--- config.mk ---
export PLATFORM = sky130hd
export DESIGN_NAME = counter_ctrl_flat
export DESIGN_NICKNAME = d
export VERILOG_FILES = /design/src/rtl/counter_ctrl_pkg.sv /design/src/rtl/counter_ctrl_if.sv /design/src/rtl/counter_ctrl_key_debounce.sv /design/src/rtl/counter_ctrl.sv /design/src/flat_wrapper.sv
export SDC_FILE = /design/constraint.sdc
export NUM_CORES = 1
export LEC_CHECK = 0
export BUFFER_PORTS_ARGS = -buffer_cell sky130_fd_sc_hd__buf_4
export CAP_MARGIN = 25
export CORE_UTILIZATION = 50
export DETAILED_ROUTE_END_ITERATION = 10
export PLACE_DENSITY_LB_ADDON = 0.25
export SLEW_MARGIN = 40
export SYNTH_ARGS = -nofsm -noshare
export SYNTH_HDL_FRONTEND = slang
export SYNTH_SLANG_ARGS = --single-unit
--- constraint.sdc ---
create_clock -name clk -period 1.82 [get_ports clk]
set_input_delay 0.182 -clock clk [delete_from_list [all_inputs] [get_ports clk]]
set_output_delay 0.182 -clock clk [all_outputs]
set_load 0.02 [all_outputs]
--- src/rtl/counter_ctrl_pkg.sv ---
// counter_ctrl_pkg
//   Shared constants for the counter controller: default parameter values,
//   FSM state encoding (the low two bits of IDLE/RUN/PAUSE/DONE match the
//   state_LED encoding) and a helper that maps a state to its LED code.
package counter_ctrl_pkg;

    localparam int DB_CYCLES_DEF  = 1_000_000;  // 20 ms at 50 MHz
    localparam int CLR_CYCLES_DEF = 4;
    localparam int MAX_ROUNDS_DEF = 3;

    typedef logic [2:0] state_t;

    localparam logic [2:0] ST_IDLE  = 3'd0;
    localparam logic [2:0] ST_RUN   = 3'd1;
    localparam logic [2:0] ST_PAUSE = 3'd2;
    localparam logic [2:0] ST_DONE  = 3'd3;
    localparam logic [2:0] ST_CLEAR = 3'd4;

    // CLEAR has no LED code of its own and shows as 0.
    function automatic logic [1:0] state_led(input state_t st);
        if (st == ST_CLEAR) begin
            return 2'd0;
        end
        return st[1:0];
    endfunction

endpackage

--- src/rtl/counter_ctrl_if.sv ---
// counter_ctrl_if
//   Controller <-> timer bus.
//   wrap_pulse   : timer -> controller, one-clk pulse on timer rollover
//   timer_en     : controller -> timer, count enable
//   timer_modulo : controller -> timer, latched modulo select
//   timer_clr_N  : controller -> timer, active-low clear
//   There is no valid/ready handshake on this bus: every signal is a level
//   or a single-cycle pulse sampled on every rising clk edge.
interface counter_ctrl_if;

    logic wrap_pulse;
    logic timer_en;
    logic timer_modulo;
    logic timer_clr_N;

    modport master (
        input  wrap_pulse,
        output timer_en,
        output timer_modulo,
        output timer_clr_N
    );

    modport slave (
        output wrap_pulse,
        input  timer_en,
        input  timer_modulo,
        input  timer_clr_N
    );

endinterface

--- src/rtl/counter_ctrl_key_debounce.sv ---
// key_debounce
//   Debounces one raw active-low pushbutton.
//   clk, rst_N : clock and asynchronous active-low reset
//   key_N      : raw key level, asynchronous to clk
//   press      : one-cycle pulse when the debounced level falls 1 -> 0
//   The raw key passes a 2-FF synchronizer; the debounced level follows the
//   synchronized level only after DB_CYCLES consecutive cycles of
//   disagreement. Any return to agreement restarts the count, so bounce
//   shorter than DB_CYCLES never changes the level.
module key_debounce #(
    parameter int DB_CYCLES = 4
) (
    input  logic clk,
    input  logic rst_N,
    input  logic key_N,
    output logic press
);

    localparam int CW = (DB_CYCLES > 1) ? $clog2(DB_CYCLES) : 1;
    localparam logic [CW-1:0] CNT_LAST = CW'(DB_CYCLES - 1);

    logic          sync1_q, sync2_q;
    logic          level_q, level_d;
    logic [CW-1:0] cnt_q, cnt_d;
    logic          press_q, press_d;

    always_comb begin
        level_d = level_q;
        cnt_d   = '0;
        press_d = 1'b0;
        if (sync2_q != level_q) begin
            if (cnt_q == CNT_LAST) begin
                level_d = sync2_q;
                // Only the released->pressed transition is an event.
                press_d = level_q & ~sync2_q;
            end else begin
                cnt_d = cnt_q + 1'b1;
            end
        end
    end

    // Synchronizer resets to the released level so reset release can never
    // look like a press.
    always_ff @(posedge clk or negedge rst_N) begin
        if (!rst_N) begin
            sync1_q <= 1'b1;
            sync2_q <= 1'b1;
            level_q <= 1'b1;
            cnt_q   <= '0;
            press_q <= 1'b0;
        end else begin
            sync1_q <= key_N;
            sync2_q <= sync1_q;
            level_q <= level_d;
            cnt_q   <= cnt_d;
            press_q <= press_d;
        end
    end

    assign press = press_q;

endmodule

--- src/rtl/counter_ctrl.sv ---
// counter_ctrl
//   Start/pause/clear controller for an external round timer.
//   clk, rst_N   : clock and asynchronous active-low reset
//   key_start_N  : raw start/pause pushbutton (active-low)
//   key_clear_N  : raw clear pushbutton (active-low)
//   modulo_SW    : raw modulo select switch, latched on IDLE -> RUN
//   tmr          : timer bus (wrap_pulse in; timer_en/modulo/clr_N out)
//   round_cnt    : wraps counted in the current run, saturates at MAX_ROUNDS
//   state_LED    : IDLE=0, RUN=1, PAUSE=2, DONE=3 (CLEAR shows 0)
//   done_LED     : high only in DONE
//   state_dbg    : raw FSM state, including CLEAR (=4)
//   All outputs are registered from the next-state logic, so they change on
//   the same edge as the state register.
module counter_ctrl
    import counter_ctrl_pkg::*;
#(
    parameter int DB_CYCLES  = DB_CYCLES_DEF,
    parameter int CLR_CYCLES = CLR_CYCLES_DEF,
    parameter int MAX_ROUNDS = MAX_ROUNDS_DEF
) (
    input  logic                 clk,
    input  logic                 rst_N,
    input  logic                 key_start_N,
    input  logic                 key_clear_N,
    input  logic                 modulo_SW,
    counter_ctrl_if.master       tmr,
    output logic [1:0]           round_cnt,
    output logic [1:0]           state_LED,
    output logic                 done_LED,
    output logic [2:0]           state_dbg
);

    localparam int              CCW       = (CLR_CYCLES > 1) ? $clog2(CLR_CYCLES) : 1;
    localparam logic [CCW-1:0]  CLR_LAST  = CCW'(CLR_CYCLES - 1);
    localparam logic [1:0]      ROUND_MAX = 2'(MAX_ROUNDS);

    logic           start_ev, clear_ev;
    logic           mod_sync1_q, mod_sync2_q;

    state_t         state_q, state_d;
    logic [1:0]     round_q, round_d, round_inc;
    logic [CCW-1:0] clr_cnt_q, clr_cnt_d;
    logic           modulo_q, modulo_d;

    logic           timer_en_q, timer_clr_n_q, done_q;
    logic [1:0]     led_q;

    key_debounce #(.DB_CYCLES(DB_CYCLES)) u_start_db (
        .clk   (clk),
        .rst_N (rst_N),
        .key_N (key_start_N),
        .press (start_ev)
    );

    key_debounce #(.DB_CYCLES(DB_CYCLES)) u_clear_db (
        .clk   (clk),
        .rst_N (rst_N),
        .key_N (key_clear_N),
        .press (clear_ev)
    );

    // Saturating increment; in practice RUN leaves before reaching the cap.
    assign round_inc = (round_q == ROUND_MAX) ? round_q : round_q + 2'd1;

    always_comb begin
        state_d   = state_q;
        round_d   = round_q;
        clr_cnt_d = clr_cnt_q;
        modulo_d  = modulo_q;
        if (clear_ev) begin
            // Clear beats start, and re-entering CLEAR restarts its period.
            state_d   = ST_CLEAR;
            clr_cnt_d = '0;
            round_d   = 2'd0;
        end else begin
            case (state_q)
                ST_IDLE: begin
                    if (start_ev) begin
                        state_d  = ST_RUN;
                        modulo_d = mod_sync2_q;
                    end
                end
                ST_RUN: begin
                    if (tmr.wrap_pulse) begin
                        round_d = round_inc;
                        // Reaching the final round beats a coincident start.
                        if (round_inc == ROUND_MAX) begin
                            state_d = ST_DONE;
                        end else if (start_ev) begin
                            state_d = ST_PAUSE;
                        end
                    end else if (start_ev) begin
                        state_d = ST_PAUSE;
                    end
                end
                ST_PAUSE: begin
                    if (start_ev) begin
                        state_d = ST_RUN;
                    end
                end
                ST_CLEAR: begin
                    if (clr_cnt_q == CLR_LAST) begin
                        state_d   = ST_IDLE;
                        clr_cnt_d = '0;
                    end else begin
                        clr_cnt_d = clr_cnt_q + 1'b1;
                    end
                end
                default: begin
                    // DONE: only a clear event leaves.
                end
            endcase
        end
    end

    always_ff @(posedge clk or negedge rst_N) begin
        if (!rst_N) begin
            mod_sync1_q   <= 1'b0;
            mod_sync2_q   <= 1'b0;
            state_q       <= ST_IDLE;
            round_q       <= 2'd0;
            clr_cnt_q     <= '0;
            modulo_q      <= 1'b0;
            timer_en_q    <= 1'b0;
            timer_clr_n_q <= 1'b1;
            done_q        <= 1'b0;
            led_q         <= 2'd0;
        end else begin
            mod_sync1_q   <= modulo_SW;
            mod_sync2_q   <= mod_sync1_q;
            state_q       <= state_d;
            round_q       <= round_d;
            clr_cnt_q     <= clr_cnt_d;
            modulo_q      <= modulo_d;
            timer_en_q    <= (state_d == ST_RUN);
            timer_clr_n_q <= (state_d != ST_CLEAR);
            done_q        <= (state_d == ST_DONE);
            led_q         <= state_led(state_d);
        end
    end

    assign tmr.timer_en     = timer_en_q;
    assign tmr.timer_modulo = modulo_q;
    assign tmr.timer_clr_N  = timer_clr_n_q;
    assign round_cnt        = round_q;
    assign state_LED        = led_q;
    assign done_LED         = done_q;
    assign state_dbg        = state_q;

endmodule

--- src/flat_wrapper.sv ---
// flat-port wrapper written by rule: the top's interface ports become plain ports
module counter_ctrl_flat import counter_ctrl_pkg::*;
#(
    parameter int DB_CYCLES  = DB_CYCLES_DEF,
    parameter int CLR_CYCLES = CLR_CYCLES_DEF,
    parameter int MAX_ROUNDS = MAX_ROUNDS_DEF
)
  (clk, rst_N, key_start_N, key_clear_N, modulo_SW, round_cnt, state_LED, done_LED, state_dbg, tmr_wrap_pulse, tmr_timer_en, tmr_timer_modulo, tmr_timer_clr_N);
  counter_ctrl_if tmr_i ();
  input  logic clk;
  input  logic rst_N;
  input  logic key_start_N;
  input  logic key_clear_N;
  input  logic modulo_SW;
  output logic [1:0] round_cnt;
  output logic [1:0] state_LED;
  output logic done_LED;
  output logic [2:0] state_dbg;
  input wire logic [$bits(tmr_i.wrap_pulse)-1:0] tmr_wrap_pulse;
  output wire logic [$bits(tmr_i.timer_en)-1:0] tmr_timer_en;
  output wire logic [$bits(tmr_i.timer_modulo)-1:0] tmr_timer_modulo;
  output wire logic [$bits(tmr_i.timer_clr_N)-1:0] tmr_timer_clr_N;
  assign tmr_i.wrap_pulse = tmr_wrap_pulse;
  assign tmr_timer_en = tmr_i.timer_en;
  assign tmr_timer_modulo = tmr_i.timer_modulo;
  assign tmr_timer_clr_N = tmr_i.timer_clr_N;
  counter_ctrl #(.DB_CYCLES(DB_CYCLES), .CLR_CYCLES(CLR_CYCLES), .MAX_ROUNDS(MAX_ROUNDS)) u_core (.clk(clk), .rst_N(rst_N), .key_start_N(key_start_N), .key_clear_N(key_clear_N), .modulo_SW(modulo_SW), .tmr(tmr_i), .round_cnt(round_cnt), .state_LED(state_LED), .done_LED(done_LED), .state_dbg(state_dbg));
endmodule
==> results by stage <==
Critical path:
- STA classifies the critical path endpoint as a flop.
- At the worst endpoint, the required time is 2.08 ns.
- The worst setup path is launched from a flop.
- The top fanout value on the critical path is 4.
- The critical path in this run is classified as reg -> reg.
- The number of cells on the worst reg-to-reg path is 5.
- The data arrival time of the critical path is 2.05 ns.

Synth:
- Of the post-synthesis cell area, the dominant cell type holds 46.6%.
- The post-synthesis net count is 301.
- The number of synthesized register bits is 62.
- By area the synthesized netlist is led by sky130_fd_sc_hd__dfrtp_1, sky130_fd_sc_hd__dfstp_2, sky130_fd_sc_hd__xnor2_1, sky130_fd_sc_hd__nor2_1, sky130_fd_sc_hd__a21oi_1.
- The count of yosys warnings during synthesis is 0.
- The largest area contributor in the synthesized netlist is sky130_fd_sc_hd__dfrtp_1.
- Dividing the synthesized area by the synthesized cell count gives 10.2 um^2.
- The synthesized area is 2950 um^2.
- Counting every instance in the synthesized netlist gives 290.
- The portion of the post-synthesis area used by sequential elements is 52.9%.
- Counting distinct cell types in the post-synthesis netlist gives 45.

Timing:
- Setup violations remaining at the end of the flow were counted as 0.
- Setup repair after global routing could not meet its margin everywhere.
- The sum of negative setup slack is 0 ns.
- In the post-route analysis, the smallest setup slack over all paths is 0.0277 ns.
- The highest clock rate is 558 MHz.
- The worst clock skew is 0.00795 ns.
- The final count of hold timing violations is 0.
- The worst pin sits at a relative slew slack of 62.9%.
- The slew at the pin with the worst max-slew slack is 0.556 ns.
- The count of pins over their slew limit is 0.
- The smallest hold slack is 0.271 ns.
- The post-route minimum period is 1.79 ns.
- Dividing the final minimum period by the clock period gives 98.5%.

Die:
- The floorplan step defined a die boundary enclosing 6210 um^2.
- The height of the chip is 78.8 um.
- The region available for standard cell placement spans 5610 um^2.
- The number of rows in the core area is 27.
- The number of top-level design ports is 17.
- The effective utilization at floorplan is 52.6%.
- The die is 78.8 um wide.

Routing:
- The mean routed wirelength per cell is 13.6 um.
- The first detailed-routing pass took 4 iterations.
- The routed layout has 2230 vias.
- The routed design has 5630 um of wire.
- The number of design-rule violations left by the first detailed-router iteration is 117.
- After detailed routing, the number of vias per cell comes to 5.40.
- In the routed design, unresolved DRC markers number 0.
- The detail route stage leaves a number of antenna-violating nets equal to 0.

Clock tree:
- The later pin in the worst-skew pair is clocked with a latency of 0.33 ns.
- Clock-pin slew was measured on the worst setup and hold paths at 0.07 ns.
- The CTS H-tree depth is 3.
- Buffers inserted during clock tree synthesis total 9.
- The number of clock sinks is 62.
- TritonCTS built the clock tree.
- In this run the deepest clock path goes through 2 buffers.
- The root buffer cell is sky130_fd_sc_hd__clkbuf_8.

Finish:
- 0 antenna diodes ended up in the layout.
- Of the cells placed in the final design, the portion with a size suffix greater than 1 is 25.2%.
- The multi-input combinational cell area is 1340 um^2.
- Summing all flip-flop and latch instances after layout gives 1560 um^2.
- The area added between synthesis and finish is 23.1%.
- The utilization after layout is 64.8%.
- The number of nets in the layout is 347.
- The filler cell count is 455.

Global route:
- The global routing usage summed across all routing layers is 20.1%.
- The first global-routing pass estimated 9540 um of wire.
- The via count of the first global-routing pass is 2114.
- The total overflow reported by the global router is 0.
- Entering global routing, the biggest net connects 63 pins.
- The initial antenna violation count came to 0.

Placed design:
- At the end of routability-driven placement, the weighted congestion stood at 0.831.
- The total of buffers placed on input and output ports is 16.
- The HPWL after detailed placement is 3830 um.
- Prior to clock tree synthesis, the placed netlist has a worst setup slack of 0.0110 ns.

Pwr:
- The power per standard cell area is 803 nW/um^2.
- The analysis attributes to cell leakage a power of 1.50 nW.
- VDD sags by at most 559 uV.

Min path:
- The number of instances on the worst hold path is 3.
- The type of the tightest min-delay check is in -> reg.

Status:
- The run finished with clean final reports.

Run:
- The number of maximum-capacitance constraint violations is 0.
==> state kept, by name, indices dropped and copies added, names as in the netlist, 2 cells and up <==
register and cells:
u_core.state_dbg 3, u_core.u_start_db.cnt_q 20, u_core.clr_cnt_q 2, u_core.round_cnt 2, u_core.u_clear_db.cnt_q 20
==> power by group <==
group          total (W)  internal, W  switching (W)
Clock            0.00134     0.000803       0.000538
Sequential       0.00143      0.00141      0.0000265
Combinational   0.000141    0.0000614      0.0000793
==> cell families (layout without fill, tap and decap cells) <==
| kind of cell | after synthesis | after routing | share of synthesized area [%] |
|---|---|---|---|
| mux | 3 | 3 | 1.14 |
| fa+ha+maj | 5 | 5 | 2.12 |
| simple gates | 135 | 135 | 25.0 |
| buf+inv | 24 | 75 | 3.60 |
| compound gates | 36 | 36 | 7.88 |
| xor+xnor | 25 | 25 | 7.42 |
| flops | 62 | 62 | 52.9 |
==> synthesized netlist by cell type, drive strengths merged <==
master / number
ha: 5
a31oi: 2
o21ai: 5
or3b: 1
o21a: 1
buf: 5
or3: 6
nor4b: 4
nand2: 19
nor4: 6
or2: 3
nand4: 11
and4: 3
o31ai: 3
a21oi: 17
xor2: 9
or4b: 1
o21bai: 3
nand2b: 2
and3b: 1
inv: 14
nand3: 16
mux2: 3
dfstp: 7
clkbuf: 5
nor3b: 2
a31o: 1
dfrtp: 55
nor2b: 1
and3: 1
o41ai: 2
xnor2: 16
nand3b: 1
a21o: 1
nor2: 37
or4: 8
a32oi: 1
nor3: 12
==> what timing repair did <==
| action | CTS | global route |
|---|---|---|
| hold endpoints to repair | 58 | 0 |
| endpoints found under the setup margin | 1 | 10 |
| buffers inserted | 0 | 2 |
| gates cloned | 0 | 0 |
| hold buffers | 4 | 0 |
| pin swaps | 0 | 3 |
| gates resized for setup | 2 | 6 |
==> cell type report <==
type	instances	share of cell area, %
Timing Repair Buffer	45	10.0
Sequential cell	62	43.0
Multi-Input combinational cell	204	36.9
Clock inverter	6	2.34
Clock buffer	10	3.79
Tap cell	72	2.48
Inverter	14	1.45
==> metal layers <==
layer | global-route usage (%) | part of all wire, % | up-vias | wire length [um]
li1 | - | - | 1113 | -
met1 | 26.4 | 49 | 1067 | 2740
met2 | 31.2 | 46 | 43 | 2610
met3 | 5.63 | 3.7 | 7 | 210
met4 | 8.36 | 1.3 | 0 | 74
met5 | 0 | 0 | - | 0
==> worst paths after layout <==
kind	end	slack, ns	startpoint
min	u_core.state_LED[0]	0.27	tmr_wrap_pulse
max in group asynchronous	u_core.u_start_db.cnt_q[5]	1.01	rst_N
min reg2reg	u_core.u_clear_db.sync2_q	0.36	u_core.u_clear_db.sync1_q
max	u_core.u_start_db.level_q	0.03	u_core.u_start_db.cnt_q[1]
max reg2reg	u_core.u_start_db.level_q	0.03	u_core.u_start_db.cnt_q[1]
min in group asynchronous	u_core.u_clear_db.cnt_q[17]	0.39	rst_N
==> stage by stage <==
| step | total power [W] | std cells | instance area [um^2] |
|---|---|---|---|
| 2_1_floorplan | 0.00151 | 290 | 2970 |
| 3_3_place_gp | 0.00159 | 391 | 3310 |
| 3_5_place_dp | 0.00159 | 391 | 3310 |
| 4_1_cts | 0.00294 | 411 | 3590 |
| 5_1_grt | 0.00303 | 413 | 3630 |
| 6_report | 0.00292 | 413 | 3630 |
==> critical path, stage by stage, from the launching register on <==
cell and delay, ns:
sky130_fd_sc_hd__dfrtp_1 0.41, sky130_fd_sc_hd__ha_4 0.18, sky130_fd_sc_hd__nand4_2 0.16, sky130_fd_sc_hd__or4_4 0.49, sky130_fd_sc_hd__nor3_2 0.14, sky130_fd_sc_hd__mux2_2 0.35
==> cells in the final DEF (no fill, tap or decap), types with 2 or more instances in the layout <==
cell type / instances
sky130_fd_sc_hd__nor2_1: 37
sky130_fd_sc_hd__dlygate4sd3_1: 4
sky130_fd_sc_hd__dfstp_2: 7
sky130_fd_sc_hd__nand2b_1: 2
sky130_fd_sc_hd__dfrtp_1: 53
sky130_fd_sc_hd__or3_1: 6
sky130_fd_sc_hd__and4_1: 3
sky130_fd_sc_hd__nand3_1: 15
sky130_fd_sc_hd__nand2_1: 19
sky130_fd_sc_hd__clkinv_2: 2
sky130_fd_sc_hd__o31ai_1: 3
sky130_fd_sc_hd__nand4_2: 3
sky130_fd_sc_hd__inv_1: 14
sky130_fd_sc_hd__xnor2_1: 16
sky130_fd_sc_hd__ha_1: 3
sky130_fd_sc_hd__nand4_1: 8
sky130_fd_sc_hd__bufinv_16: 2
sky130_fd_sc_hd__nor3_1: 11
sky130_fd_sc_hd__mux2_2: 3
sky130_fd_sc_hd__o21ai_0: 5
sky130_fd_sc_hd__nor4b_1: 4
sky130_fd_sc_hd__ha_4: 2
sky130_fd_sc_hd__a21oi_1: 17
sky130_fd_sc_hd__buf_4: 39
sky130_fd_sc_hd__nor4_1: 5
sky130_fd_sc_hd__or4_4: 3
sky130_fd_sc_hd__o41ai_1: 2
sky130_fd_sc_hd__xor2_1: 9
sky130_fd_sc_hd__clkinvlp_4: 2
sky130_fd_sc_hd__clkbuf_8: 10
sky130_fd_sc_hd__a31oi_1: 2
sky130_fd_sc_hd__dfrtp_2: 2
sky130_fd_sc_hd__or4_1: 5
sky130_fd_sc_hd__nor3b_1: 2
(Power assumes the default switching activity.)
